**src/rtl/operand_forward_stage.sv**
```systemverilog
// Operand forwarding stage: resolves rs1/rs2 against in-flight results,
// covers the register file same-edge write/read gap with a late-writeback
// entry, and inserts a one-cycle bubble on load-use hazards.

// Per-source resolver: picks the youngest matching producer for one tag.
module operand_forward_resolve #(
  parameter int WIDTH = 32,
  parameter int TAG_W = 5
) (
  input  logic [TAG_W-1:0] tag,
  input  logic [WIDTH-1:0] rf_data,
  input  logic             ex_valid,
  input  logic             ex_is_load,
  input  logic [TAG_W-1:0] ex_rd,
  input  logic [WIDTH-1:0] ex_value,
  input  logic             mem_valid,
  input  logic [TAG_W-1:0] mem_rd,
  input  logic [WIDTH-1:0] mem_value,
  input  logic             wb_valid,
  input  logic [TAG_W-1:0] wb_rd,
  input  logic [WIDTH-1:0] wb_value,
  input  logic             lw_valid,
  input  logic [TAG_W-1:0] lw_rd,
  input  logic [WIDTH-1:0] lw_value,
  output logic [WIDTH-1:0] value
);

  // Priority mux: x0 first, then ex > mem > wb > late-wb > register file.
  always_comb begin
    value = rf_data;
    if (tag == '0)                                  value = '0;
    else if (ex_valid && !ex_is_load && ex_rd == tag) value = ex_value;
    else if (mem_valid && mem_rd == tag)            value = mem_value;
    else if (wb_valid && wb_rd == tag)              value = wb_value;
    else if (lw_valid && lw_rd == tag)              value = lw_value;
  end

endmodule

module operand_forward_stage #(
  parameter int WIDTH = 32,
  parameter int TAG_W = 5
) (
  input  logic             clock,
  input  logic             reset_n,
  input  logic             flush,
  input  logic             in_valid,
  output logic             in_ready,
  input  logic [TAG_W-1:0] in_rs1,
  input  logic [TAG_W-1:0] in_rs2,
  input  logic [TAG_W-1:0] in_rd,
  input  logic [WIDTH-1:0] rs1_read,
  input  logic [WIDTH-1:0] rs2_read,
  input  logic             ex_valid,
  input  logic             ex_is_load,
  input  logic [TAG_W-1:0] ex_rd,
  input  logic [WIDTH-1:0] ex_value,
  input  logic             mem_valid,
  input  logic [TAG_W-1:0] mem_rd,
  input  logic [WIDTH-1:0] mem_value,
  input  logic             wb_valid,
  input  logic [TAG_W-1:0] wb_rd,
  input  logic [WIDTH-1:0] wb_value,
  output logic             out_valid,
  input  logic             out_ready,
  output logic [WIDTH-1:0] out_op1,
  output logic [WIDTH-1:0] out_op2,
  output logic [TAG_W-1:0] out_rd,
  output logic             load_use_stall
);

  localparam int NUM_SRC = 2;

  logic             lw_valid;
  logic [TAG_W-1:0] lw_rd;
  logic [WIDTH-1:0] lw_value;

  logic [NUM_SRC-1:0][TAG_W-1:0] src_tag;
  logic [NUM_SRC-1:0][WIDTH-1:0] src_read;
  logic [NUM_SRC-1:0][WIDTH-1:0] src_val;

  logic accept;
  logic drain_ok;

  assign src_tag  = {in_rs2, in_rs1};
  assign src_read = {rs2_read, rs1_read};

  genvar g;
  generate
    for (g = 0; g < NUM_SRC; g++) begin : g_src
      operand_forward_resolve #(.WIDTH(WIDTH), .TAG_W(TAG_W)) u_res (
        .tag        (src_tag[g]),
        .rf_data    (src_read[g]),
        .ex_valid   (ex_valid),
        .ex_is_load (ex_is_load),
        .ex_rd      (ex_rd),
        .ex_value   (ex_value),
        .mem_valid  (mem_valid),
        .mem_rd     (mem_rd),
        .mem_value  (mem_value),
        .wb_valid   (wb_valid),
        .wb_rd      (wb_rd),
        .wb_value   (wb_value),
        .lw_valid   (lw_valid),
        .lw_rd      (lw_rd),
        .lw_value   (lw_value),
        .value      (src_val[g])
      );
    end
  endgenerate

  // A load in execute has no value yet; any consumer of its tag must wait.
  assign load_use_stall = in_valid && ex_valid && ex_is_load && (ex_rd != '0) &&
                          ((ex_rd == in_rs1) || (ex_rd == in_rs2));

  assign drain_ok = !out_valid || out_ready;
  assign in_ready = drain_ok && !load_use_stall && !flush;
  assign accept   = in_valid && in_ready;

  // Late-writeback entry: remembers last cycle's write so a same-edge read
  // of stale register file data is corrected. Flush does not touch it.
  always_ff @(posedge clock or negedge reset_n) begin
    if (!reset_n) begin
      lw_valid <= 1'b0;
      lw_rd    <= '0;
      lw_value <= '0;
    end else begin
      lw_valid <= wb_valid && (wb_rd != '0);
      lw_rd    <= wb_rd;
      lw_value <= wb_value;
    end
  end

  // Output register: flush > accept > drain/bubble > hold under backpressure.
  always_ff @(posedge clock or negedge reset_n) begin
    if (!reset_n) begin
      out_valid <= 1'b0;
      out_op1   <= '0;
      out_op2   <= '0;
      out_rd    <= '0;
    end else if (flush) begin
      out_valid <= 1'b0;
    end else if (accept) begin
      out_valid <= 1'b1;
      out_op1   <= src_val[0];
      out_op2   <= src_val[1];
      out_rd    <= in_rd;
    end else if (drain_ok) begin
      out_valid <= 1'b0;
    end
  end

endmodule

```
**config.mk**
```make
export PLATFORM = sky130hd
export DESIGN_NAME = operand_forward_stage
export DESIGN_NICKNAME = d
export VERILOG_FILES = /design/src/rtl/operand_forward_stage.sv
export SDC_FILE = /design/constraint.sdc
export NUM_CORES = 1
export LEC_CHECK = 0
export ABC_AREA = 1
export CORE_MARGIN = 2
export CORE_UTILIZATION = 42
export DETAILED_ROUTE_END_ITERATION = 7
export GPL_ROUTABILITY_DRIVEN = 0
export GPL_TIMING_DRIVEN = 0
export PLACE_DENSITY = 0.73
export SYNTH_ARGS = -nofsm -noshare
export SYNTH_HDL_FRONTEND = slang
export SYNTH_HIERARCHICAL = 1
export SYNTH_SLANG_ARGS = --single-unit
```
**constraint.sdc**
```tcl
create_clock -name clock -period 4.2 [get_ports clock]
set_input_delay 0.42 -clock clock [delete_from_list [all_inputs] [get_ports clock]]
set_output_delay 0.42 -clock clock [all_outputs]
set_load 0.03 [all_outputs]
```
==> flow_summary_export.csv, run 1 <==
group,metric,value,unit
cts,cts_max_level,3,
logic_synthesis,synth_seq_area_share,31.5,%
placement,preCtsSetupSlack,0.950,ns
power,p_sw_share,35.8,%
setup_path,cp_max_fo,10,
logic_synthesis,yosys_warnings,6,
global_routing,grt_pass1_wl,52.1,mm
sta,slew_violations,0,
drt,drc,0,
die,die-area,0.0216,mm2
drt,drt_wl_total,33.3,mm
logic_synthesis,yosysUniqueCellTypes,22,
setup_path,critPathCaptureType,"primary output",
drt,routed_via_density,5.20,
sta,finalSetupViolations,0,
setup_path,worstSetupStartpoint,"ex_rd[2]",
global_routing,antenna_found_initial,2,
placement,placed_area,0.0116,mm2
die,start_util,42.6,%
cts,post_cts_buffers,0,
worst_hold_path,hold_class,"primary input to asynchronous set/reset pin",
cts,cts_tree,"built",
power,switchingPower,1250,uW
power,intPower,2250,uW
setup_path,reg2reg_depth,11,
cells_and_area,drive_gt1_share,5.17,%
cts,cts_sinks,108,
power,clockPowerShare,26.4,%
sta,worst_slew_margin_rel,49.3,%
logic_synthesis,netlist_area,0.00857,mm2
die,die_width,147,um
sta,fmax,318,MHz
sta,tightestPinTransition,0.760,ns
power,cellLeakagePower,0.00654,uW
logic_synthesis,synth_top_family_by_area,"simple AND/OR/NAND/NOR gates",
logic_synthesis,yosys.area.top_type,"dfrtp_1",
flow_run,maxCapViolCount,0,
setup_path,critPathArrivalTime,2.73,ns
global_routing,grt_max_degree,56,
logic_synthesis,yosys.area_share.xor_xnor,0.818,%
drt,vias,10600,
sta,fin_ws,1.05,ns
die,row_count,52,
logic_synthesis,syn_nets,1675,
power,p_total,3500,uW
sta,finalClockSkew,0.00747,ns
cells_and_area,n_fill_cell,1941,
die,core_region_area,0.0201,mm2
placement,io_buffers,269,
setup_path,crit_path_end,"in_ready",
setup_path,reg2reg_slack,1.72,ns
logic_synthesis,avgSynthCellArea,5.81,um2
drt,drt_pass1_iterations,5,
sta,finalCritPeriodShare,74.9,%
cts,clk_latency,0.36,ns
setup_path,r2r-end,"out_op1[11]",
logic_synthesis,muxShareOfSynthArea,0,%
die,die_h,147,um
cts,clk_pin_slew,0.07,ns
drt,antenna_left,0,
setup_path,cp.required,3.78,ns
cts,cts-root-buf,"clkbuf_16",
logic_synthesis,synth_compound_gate_area_share,4.42,%
global_routing,overflow,0,
logic_synthesis,synth_area_leaders,"dfrtp_1 32%, nand2_1 22%, nor2_1 13%",
power,combinationalPowerShare,37.5,%
global_routing,first_global_vias,9989,
status,status,"complete, no violations",
setup_path,r2r_start,"lw_rd[3]",
cts,cts_max_path_buffers,2,
drt,drt_iter0_drc,1007,
cts,cts-hold-fix-buffers,0,
cts,cts_inserted_buffers,9,
cells_and_area,fin_nets,1956,
cells_and_area,syn_to_final_growth,39.3,%
sta,fin_crit,3.15,ns
setup_path,cp-start-kind,"primary input",
power,ir_worst_vdd,0.000184,V
power,p_per_area,293,mW/mm2
logic_synthesis,synth-simple-area-share,49.8,%
sta,finalSetupTns,0,ns
global_routing,grt_usage,30.7,%
die,io_pins,271,
cells_and_area,final_area,0.0119,mm2
drt,wire_per_inst,16.4,um
logic_synthesis,yosysTopAreaCellShare,31.5,%
cts,cts_resized,0,
logic_synthesis,ys_ff_latch,108,
sta,hold_viol,0,
setup_path,crit_type,"primary input to primary output",
logic_synthesis,synth_fa_ha_area_share,0,%
power,power_frac_seq,36.1,%
sta,rsz0062_at_grt,"false",
placement,dpl.hpwl,25.9,mm
logic_synthesis,syn-instance-count,1476,
final cells by class:
| cell class | instances | area [um2] | area share (%) |
|---|---|---|---|
| multi-input cells | 1092 | 4720 | 39.5 |
| inverters | 181 | 679 | 5.69 |
| well taps | 270 | 338 | 2.83 |
| clock buffers | 9 | 225 | 1.89 |
| diodes | 1 | 2.50 | 0.0210 |
| plain buffers | 95 | 469 | 3.93 |
| flip-flops and latches | 108 | 2700 | 22.6 |
| repair buffers | 270 | 2720 | 22.8 |
| clock inverters | 6 | 88.8 | 0.744 |
routing by layer:
layer / up-vias / global-route usage [%] / routed length (um)
met1: 4772 / 40.3 / 13900
li1: 5175 / - / -
met2: 528 / 50.5 / 15200
met4: 2 / 13.9 / 1490
met3: 90 / 4.22 / 2740
met5: - / 0 / 13
worst max-delay path, stage by stage:
cell and delay [ns]:
clkdlybuf4s50_1 0.65, nand2_1 0.10, nand2_1 0.07, nor2_1 0.04, nand3_1 0.07, nand2_1 0.07, nand2_2 0.21, buf_2 0.25
nand2_1 0.07, nor2_1 0.09, clkdlybuf4s50_1 0.67
how the worst min path moves through the flow:
stage / start / to / slack [ns] / depth (start not counted)
floorplan: reset_n / lw_rd[0] / 0.12 / 0
global placement: out_rd[3] / out_rd[3] / 0.45 / 2
detailed placement: out_op2[10] / out_op2[10] / 0.46 / 2
CTS: reset_n / out_op1[11] / 0.15 / 1
global route: reset_n / out_op1[11] / 0.17 / 1
finish: reset_n / out_op1[11] / 0.12 / 1
cell usage after synthesis (all sizes together):
library cell,n
dfrtp,108
inv,181
nor3,6
nand2,494
a21oi,65
xor2,6
or4,1
o21ai,10
nand3,75
clkbuf,33
nand4,135
nor2,298
buf,62
xnor2,2
placed cells by master, fill, tap and decap left out, types with 2 or more instances in the layout:
cell             instances
nand2_1                493
nor2_1                 298
clkdlybuf4s50_1        268
inv_1                  174
nand4_1                135
dfrtp_1                108
nand3_1                 72
a21oi_1                 64
buf_2                   45
clkbuf_1                33
buf_4                   16
clkbuf_16                9
inv_2                    7
o21ai_0                  6
xor2_1                   6
nor3_1                   4
o21ai_1                  4
nand3_2                  3
xnor2_1                  2
bufinv_16                2
clkinvlp_4               2
nor3_4                   2
buf_1                    2
power groups by stage:
stage | Sequential (uW) | Combinational, uW | Clock [uW]
finish | 1260 | 1310 | 925
global route | 1280 | 1410 | 974
CTS | 1260 | 1300 | 934
detailed placement | 1280 | 1300 | 0
global placement | 1280 | 1280 | 0
floorplan | 1510 | 406 | 0
registers in the layout, summed over array words and instances (netlist names):
name       cells
out_op2       32
lw_value      32
out_op1       32
out_valid      1
lw_valid       1
out_rd         5
lw_rd          5
cells by family after synthesis:
| kind of cell | after synthesis |
|---|---|
| AND/OR/NAND/NOR | 1009 |
| buffers and inverters | 276 |
| flip-flops | 108 |
| AO/OA/AOI/OAI | 75 |
| XOR/XNOR | 8 |
metrics by stage:
step,hold WS [ns],util [%],instances
2_1_floorplan,0.124,-,1476
3_3_place_gp,0.453,57.7,2015
3_5_place_dp,0.457,57.8,2016
4_1_cts,0.152,59.4,2031
5_1_grt,0.171,59.4,2032
6_report,0.124,59.4,2032
(Power assumes the default switching activity.)
==> inputs of run 2 (changes only) <==
Settings changed: PLACE_DENSITY 0.73 to 0.76.
Clock period 4.2 ns to 2.7 ns, I/O delays scaled along.
==> flow_summary_export.csv, run 2 (synthesized netlist as in run 1, its figures left out) <==
group,metric,value,unit
status,status,"complete, no violations",
die,io_pins,271,
power,p_per_area,445,mW/mm2
setup_path,cp.required,3.00,ns
global_routing,antenna_found_initial,2,
cts,cts_max_path_buffers,2,
sta,slew_violations,0,
drt,drt_iter0_drc,1128,
global_routing,grt_pass1_wl,52.3,mm
cts,clk_pin_slew,0.08,ns
drt,antenna_left,0,
die,row_count,52,
drt,wirelength_met1,13.7,mm
global_routing,first_global_vias,10000,
cts,cts_tree,"built",
cells_and_area,final_cell_mix,"493 x nand2_1, 294 x nor2_1, 262 x clkdlybuf4s50_1, 174 x inv_1, 135 x nand4_1",
placement,io_buffers,269,
sta,finalClockSkew,0.00754,ns
sta,fin_crit,2.55,ns
power,ir_worst_vdd,0.000269,V
sta,finalSetupTns,0,ns
die,die-area,0.0216,mm2
cells_and_area,fin_nets,1957,
global_routing,grt_usage,30.9,%
die,core_region_area,0.0201,mm2
global_routing,grt_max_degree,60,
drt,wl_met2,15.8,mm
sta,hold_viol,0,
drt,vias,10600,
die,start_util,42.6,%
cts,cts-root-buf,"clkbuf_16",
sta,finalSetupViolations,0,
setup_path,crit_type,"primary input to register",
placement,dpl.hpwl,26.2,mm
sta,fmax,392,MHz
sta,worst_slew_margin_rel,51.5,%
sta,holdWs,0.409,ns
setup_path,cp_max_fo,10,
worst_hold_path,hold_class,"primary input to register",
drt,wire_per_inst,16.7,um
drt,drt_wl_total,33.9,mm
cells_and_area,syn_to_final_growth,39.2,%
drt,drt_pass1_iterations,6,
drt,top_layer,"met5",
drt,dr_wl_met3,3.06,mm
setup_path,cp-start-kind,"primary input",
die,die_h,147,um
sta,finalCritPeriodShare,94.5,%
cells_and_area,reg_top3,"lw_value (32), out_op1 (32), out_op2 (32)",
cts,cts_inserted_buffers,9,
drt,routed_via_density,5.22,
flow_run,maxCapViolCount,0,
worst_hold_path,holdPathStages,1,
setup_path,critPathArrivalTime,2.85,ns
die,die_width,147,um
global_routing,overflow,0,
setup_path,reg2reg_depth,11,
power,cellLeakagePower,0.00655,uW
drt,drc,0,
cts,cts_max_level,3,
cts,clk_latency,0.35,ns
cells_and_area,drive_gt1_share,5.56,%
cts,cts_sinks,108,
cells_and_area,final_core_util,59.3,%
setup_path,critPathCaptureType,"register",
cells_and_area,mostFrequentLayoutCell,"nand2_1",
sta,rsz0062_at_grt,"false",
sta,tightestPinTransition,0.727,ns
run 2: cell count changes in the layout (fill, tap and decap cells not counted), sizes merged, moves of 2 or more:
cell           change
clkdlybuf4s50      -6
clkbuf             +4
bufinv             -2
dlygate4sd2        +2
dlymetal6s2s       +2
run 2: timing repair:
action | CTS | global route
setup buffers | 0 | 0
pin swaps | 0 | 0
resized for setup | 5 | 11
hold buffers | 1 | 0
endpoints found under the hold margin | 49 | 0
endpoints found under the setup margin | 5 | 61
run 2: per-stage QoR:
stage / cells / cell area [um2] / power [uW] / setup slack (ns)
global route: 2033 / 11900 / 5570 / 0.0122
detailed placement: 2016 / 11600 / 4020 / -0.386
floorplan: 1476 / 8570 / 2990 / 1.10
global placement: 2015 / 11600 / 3990 / -2.94
CTS: 2033 / 11900 / 5300 / 0.0351
finish: 2034 / 11900 / 5310 / 0.149
run 2: layout make-up:
cell class	instances	area, um2
inverters	181	679
repair buffers	271	2720
multi-input cells	1092	4740
clock buffers	11	233
fillers	1950	8180
clock inverters	5	43.8
well taps	270	338
plain buffers	95	469
diodes	1	2.50
flip-flops and latches	108	2700
run 2: routing by layer:
| metal | vias to the layer above | GRT usage [%] |
|---|---|---|
| met5 | - | 0 |
| met4 | 2 | 14.0 |
| met3 | 83 | 5.34 |
| met2 | 564 | 50.7 |
| met1 | 4780 | 40.1 |
| li1 | 5188 | - |
run 2: where the power goes:
| group | total, uW | internal (uW) | switching, uW |
|---|---|---|---|
| Sequential | 1960 | 1830 | 127 |
| Combinational | 2050 | 850 | 1200 |
| Clock | 1290 | 640 | 652 |
run 2: critical path, stage by stage:
cell and delay, ns:
clkdlybuf4s50_1 0.55, nand2_1 0.14, nand2_1 0.05, nor2_1 0.45, clkbuf_1 0.46, nand4_1 0.16, nand3_1 0.10, nand2_1 0.07
a21oi_1 0.35, nand4_1 0.14, nand2_1 0.09
run 2: worst paths after layout:
path                                   from           to  slack, ns
max in group asynchronous           reset_n     lw_valid       1.47
worst max-delay path              in_rs1[1]  out_op1[20]       0.15
worst max register to register     lw_rd[1]  out_op1[20]       0.24
worst min register to register   out_op1[1]   out_op1[1]       0.47
min in group asynchronous           reset_n   out_op1[4]       0.47
worst min-delay path            wb_value[2]  lw_value[2]       0.41
==> inputs of run 3 (changes only) <==
Settings changed: ABC_AREA 1 to not set, CAP_MARGIN set to 20.
Clock period 2.7 ns to 3.05 ns, I/O delays scaled along.
==> flow_summary_export.csv, run 3 <==
group,metric,value,unit
logic_synthesis,yosys_warnings,6,
cells_and_area,final_cell_mix,"269 x clkdlybuf4s50_1, 108 x dfrtp_1, 67 x nand2_1, 66 x and3_1, 65 x o21ai_0",
logic_synthesis,synth_flop_cell,"dfrtp_1",
logic_synthesis,synth_area_leaders,"dfrtp_1 35%, mux2_2 8.7%, o311ai_1 7.1%",
setup_path,slowest_delay,0.74,ns
sta,finalClockSkew,0.00581,ns
cts,cts_inserted_buffers,9,
cts,clk_pin_slew,0.08,ns
sta,slew_violations,0,
logic_synthesis,syn_nets,1013,
sta,fin_crit,2.92,ns
drt,wire_per_inst,22.2,um
global_routing,grt_pass1_wl,44.8,mm
global_routing,antenna_found_initial,0,
status,status,"complete, no violations",
die,row_count,49,
power,p_total,4980,uW
sta,finalSetupViolations,0,
power,p_sw_share,34.4,%
cts,cts_tree,"built",
power,clockPowerShare,25.6,%
power,power_frac_seq,35.8,%
setup_path,r2r-end,"out_op2[9]",
logic_synthesis,synth_common_cells,"108 x dfrtp_1, 67 x nand2_1, 66 x and3_1, 65 x o21ai_0",
power,ir_worst_vdd,0.000338,V
logic_synthesis,ys_async_sr_fraction,100,%
sta,worst_slew_margin_rel,46.8,%
sta,fin_ws,0.126,ns
logic_synthesis,synth_seq_area_share,35.4,%
power,intPower,3260,uW
cts,cts_max_path_buffers,2,
setup_path,cp-start-kind,"primary input",
die,die-area,0.0193,mm2
placement,placed_area,0.0106,mm2
logic_synthesis,netlist_area,0.00763,mm2
drt,drt_iter0_drc,717,
placement,preCtsSetupSlack,-0.215,ns
die,die_width,139,um
setup_path,path_cells,"clkdlybuf4s50_1 > buf_2 > xor2_1 > nor4_4 > buf_4 > a21boi_0 > o311ai_1 > a31oi_1 > mux2_2",
setup_path,reg2reg_depth,7,
placement,dpl.hpwl,21.7,mm
global_routing,use_met1,39.7,%
setup_path,crit_type,"primary input to register",
global_routing,grt-busiest-layer,"met2",
drt,drt_pass1_iterations,5,
setup_path,crit_slowest_cell,"nor4_4",
power,p_per_area,454,mW/mm2
die,start_util,42.6,%
cells_and_area,fin_cells,1329,
power,switchingPower,1710,uW
die,io_pins,271,
cts,cts_resized,0,
worst_hold_path,hold_class,"primary input to asynchronous set/reset pin",
drt,routed_via_density,6.11,
drt,vias,8125,
cells_and_area,reg_top3,"lw_value (32), out_op1 (32), out_op2 (32)",
setup_path,r2r_start,"lw_rd[4]",
setup_path,cp_max_fo,10,
global_routing,first_global_vias,7973,
setup_path,cp.required,3.30,ns
placement,dp.cells,1314,
sta,finalCritPeriodShare,95.9,%
logic_synthesis,yosys.area.top_type,"dfrtp_1",
power,combinationalPowerShare,38.6,%
drt,drc,0,
cts,clk_latency,0.36,ns
power,cellLeakagePower,0.00430,uW
logic_synthesis,synth_most_common_cell,"dfrtp_1",
global_routing,grt_usage,29.5,%
setup_path,critPathCaptureType,"register",
global_routing,met2_usage,48.4,%
logic_synthesis,yosysUniqueCellTypes,36,
sta,fmax,342,MHz
flow_run,maxCapViolCount,0,
logic_synthesis,yosysTopAreaCellShare,35.4,%
global_routing,grt_max_degree,65,
sta,rsz0062_at_grt,"false",
global_routing,met3_usage,5.15,%
cells_and_area,mostFrequentLayoutCell,"clkdlybuf4s50_1",
sta,hold_viol,0,
cells_and_area,fin_nets,1294,
drt,antenna_left,0,
cells_and_area,final_area,0.0110,mm2
setup_path,critPathArrivalTime,3.17,ns
setup_path,reg2reg_slack,0.32,ns
global_routing,overflow,0,
logic_synthesis,avgSynthCellArea,9.37,um2
logic_synthesis,synth_edf_count,0,
drt,drt_wl_total,29.5,mm
placement,io_buffers,270,
cells_and_area,drive_gt1_share,11.7,%
die,die_h,139,um
cells_and_area,syn_to_final_growth,43.7,%
cts,post_cts_buffers,0,
logic_synthesis,ys_ff_latch,108,
die,core_region_area,0.0179,mm2
cts,cts-root-buf,"clkbuf_16",
cts,cts_sinks,108,
sta,holdWs,0.436,ns
sta,tightestPinTransition,0.792,ns
logic_synthesis,syn-instance-count,814,
cts,cts_max_level,3,
cells_and_area,n_antenna_cell,0,
[run 3: kinds of logic after synthesis]
| kind of cell | synth area share (%) |
|---|---|
| xor gates and xnor gates | 5.74 |
| DFF | 35.4 |
| buffers and inverters | 6.28 |
| muxes | 10.7 |
| AOI/OAI and AO/OA | 23.8 |
| and+or+nand+nor | 18.1 |
[run 3: per-layer routing]
layer / vias to the layer above / routed length, um
met3: 76 / 2360
met4: 0 / 913
li1: 3633 / -
met2: 494 / 13900
met5: - / 0
met1: 3922 / 12300
[run 3: stage by stage]
step | TNS [ns] | utilization, %
floorplan | 0 | -
global placement | -301.97 | 59.3
detailed placement | -7.39 | 59.5
CTS | 0 | 61.3
global route | 0 | 61.2
finish | 0 | 61.2
[run 3: how the worst max path moves through the flow]
stage / startpoint / endpoint / slack, ns / cells after the start
finish: in_rs2[4] / out_op2[9] / 0.13 / 9
global route: ex_rd[3] / in_ready / 0.06 / 6
CTS: in_rs2[1] / out_op2[21] / 0.15 / 10
floorplan: in_rs1[4] / out_op1[30] / 0.94 / 8
detailed placement: in_rs1[1] / out_op1[22] / -0.22 / 10
global placement: reset_n / out_op1[16] / -2.75 / 1
[run 3: what timing repair did]
item                                    CTS  global route
endpoints found under the setup margin    0             8
hold buffers                              1             0
hold endpoints to repair                 44             0
[run 3: worst max-delay path, delay by kind of cell]
| family | cells | cell delay (ns) |
|---|---|---|
| AOI/OAI and AO/OA | 3 | 0.71 |
| and+or+nand+nor | 1 | 0.74 |
| xor gates and xnor gates | 1 | 0.19 |
| muxes | 1 | 0.30 |
| buffers and inverters | 3 | 0.92 |
[run 3: area by class of cell]
type / instances / area [um2]
Buffer: 94 / 468
Clock buffer: 11 / 243
Timing Repair Buffer: 272 / 2740
Tap cell: 229 / 287
Multi-Input combinational cell: 609 / 4450
Fill cell: 1565 / 6940
Clock inverter: 5 / 68.8
Inverter: 1 / 3.75
Sequential cell: 108 / 2700
[run 3: power groups by stage]
stage               Combinational [uW]  Sequential [uW]  Clock (uW)
floorplan                          576             2200           0
global placement                  1890             1800           0
detailed placement                1910             1810           0
CTS                               1920             1780        1290
global route                      2010             1810        1350
finish                            1920             1780        1270
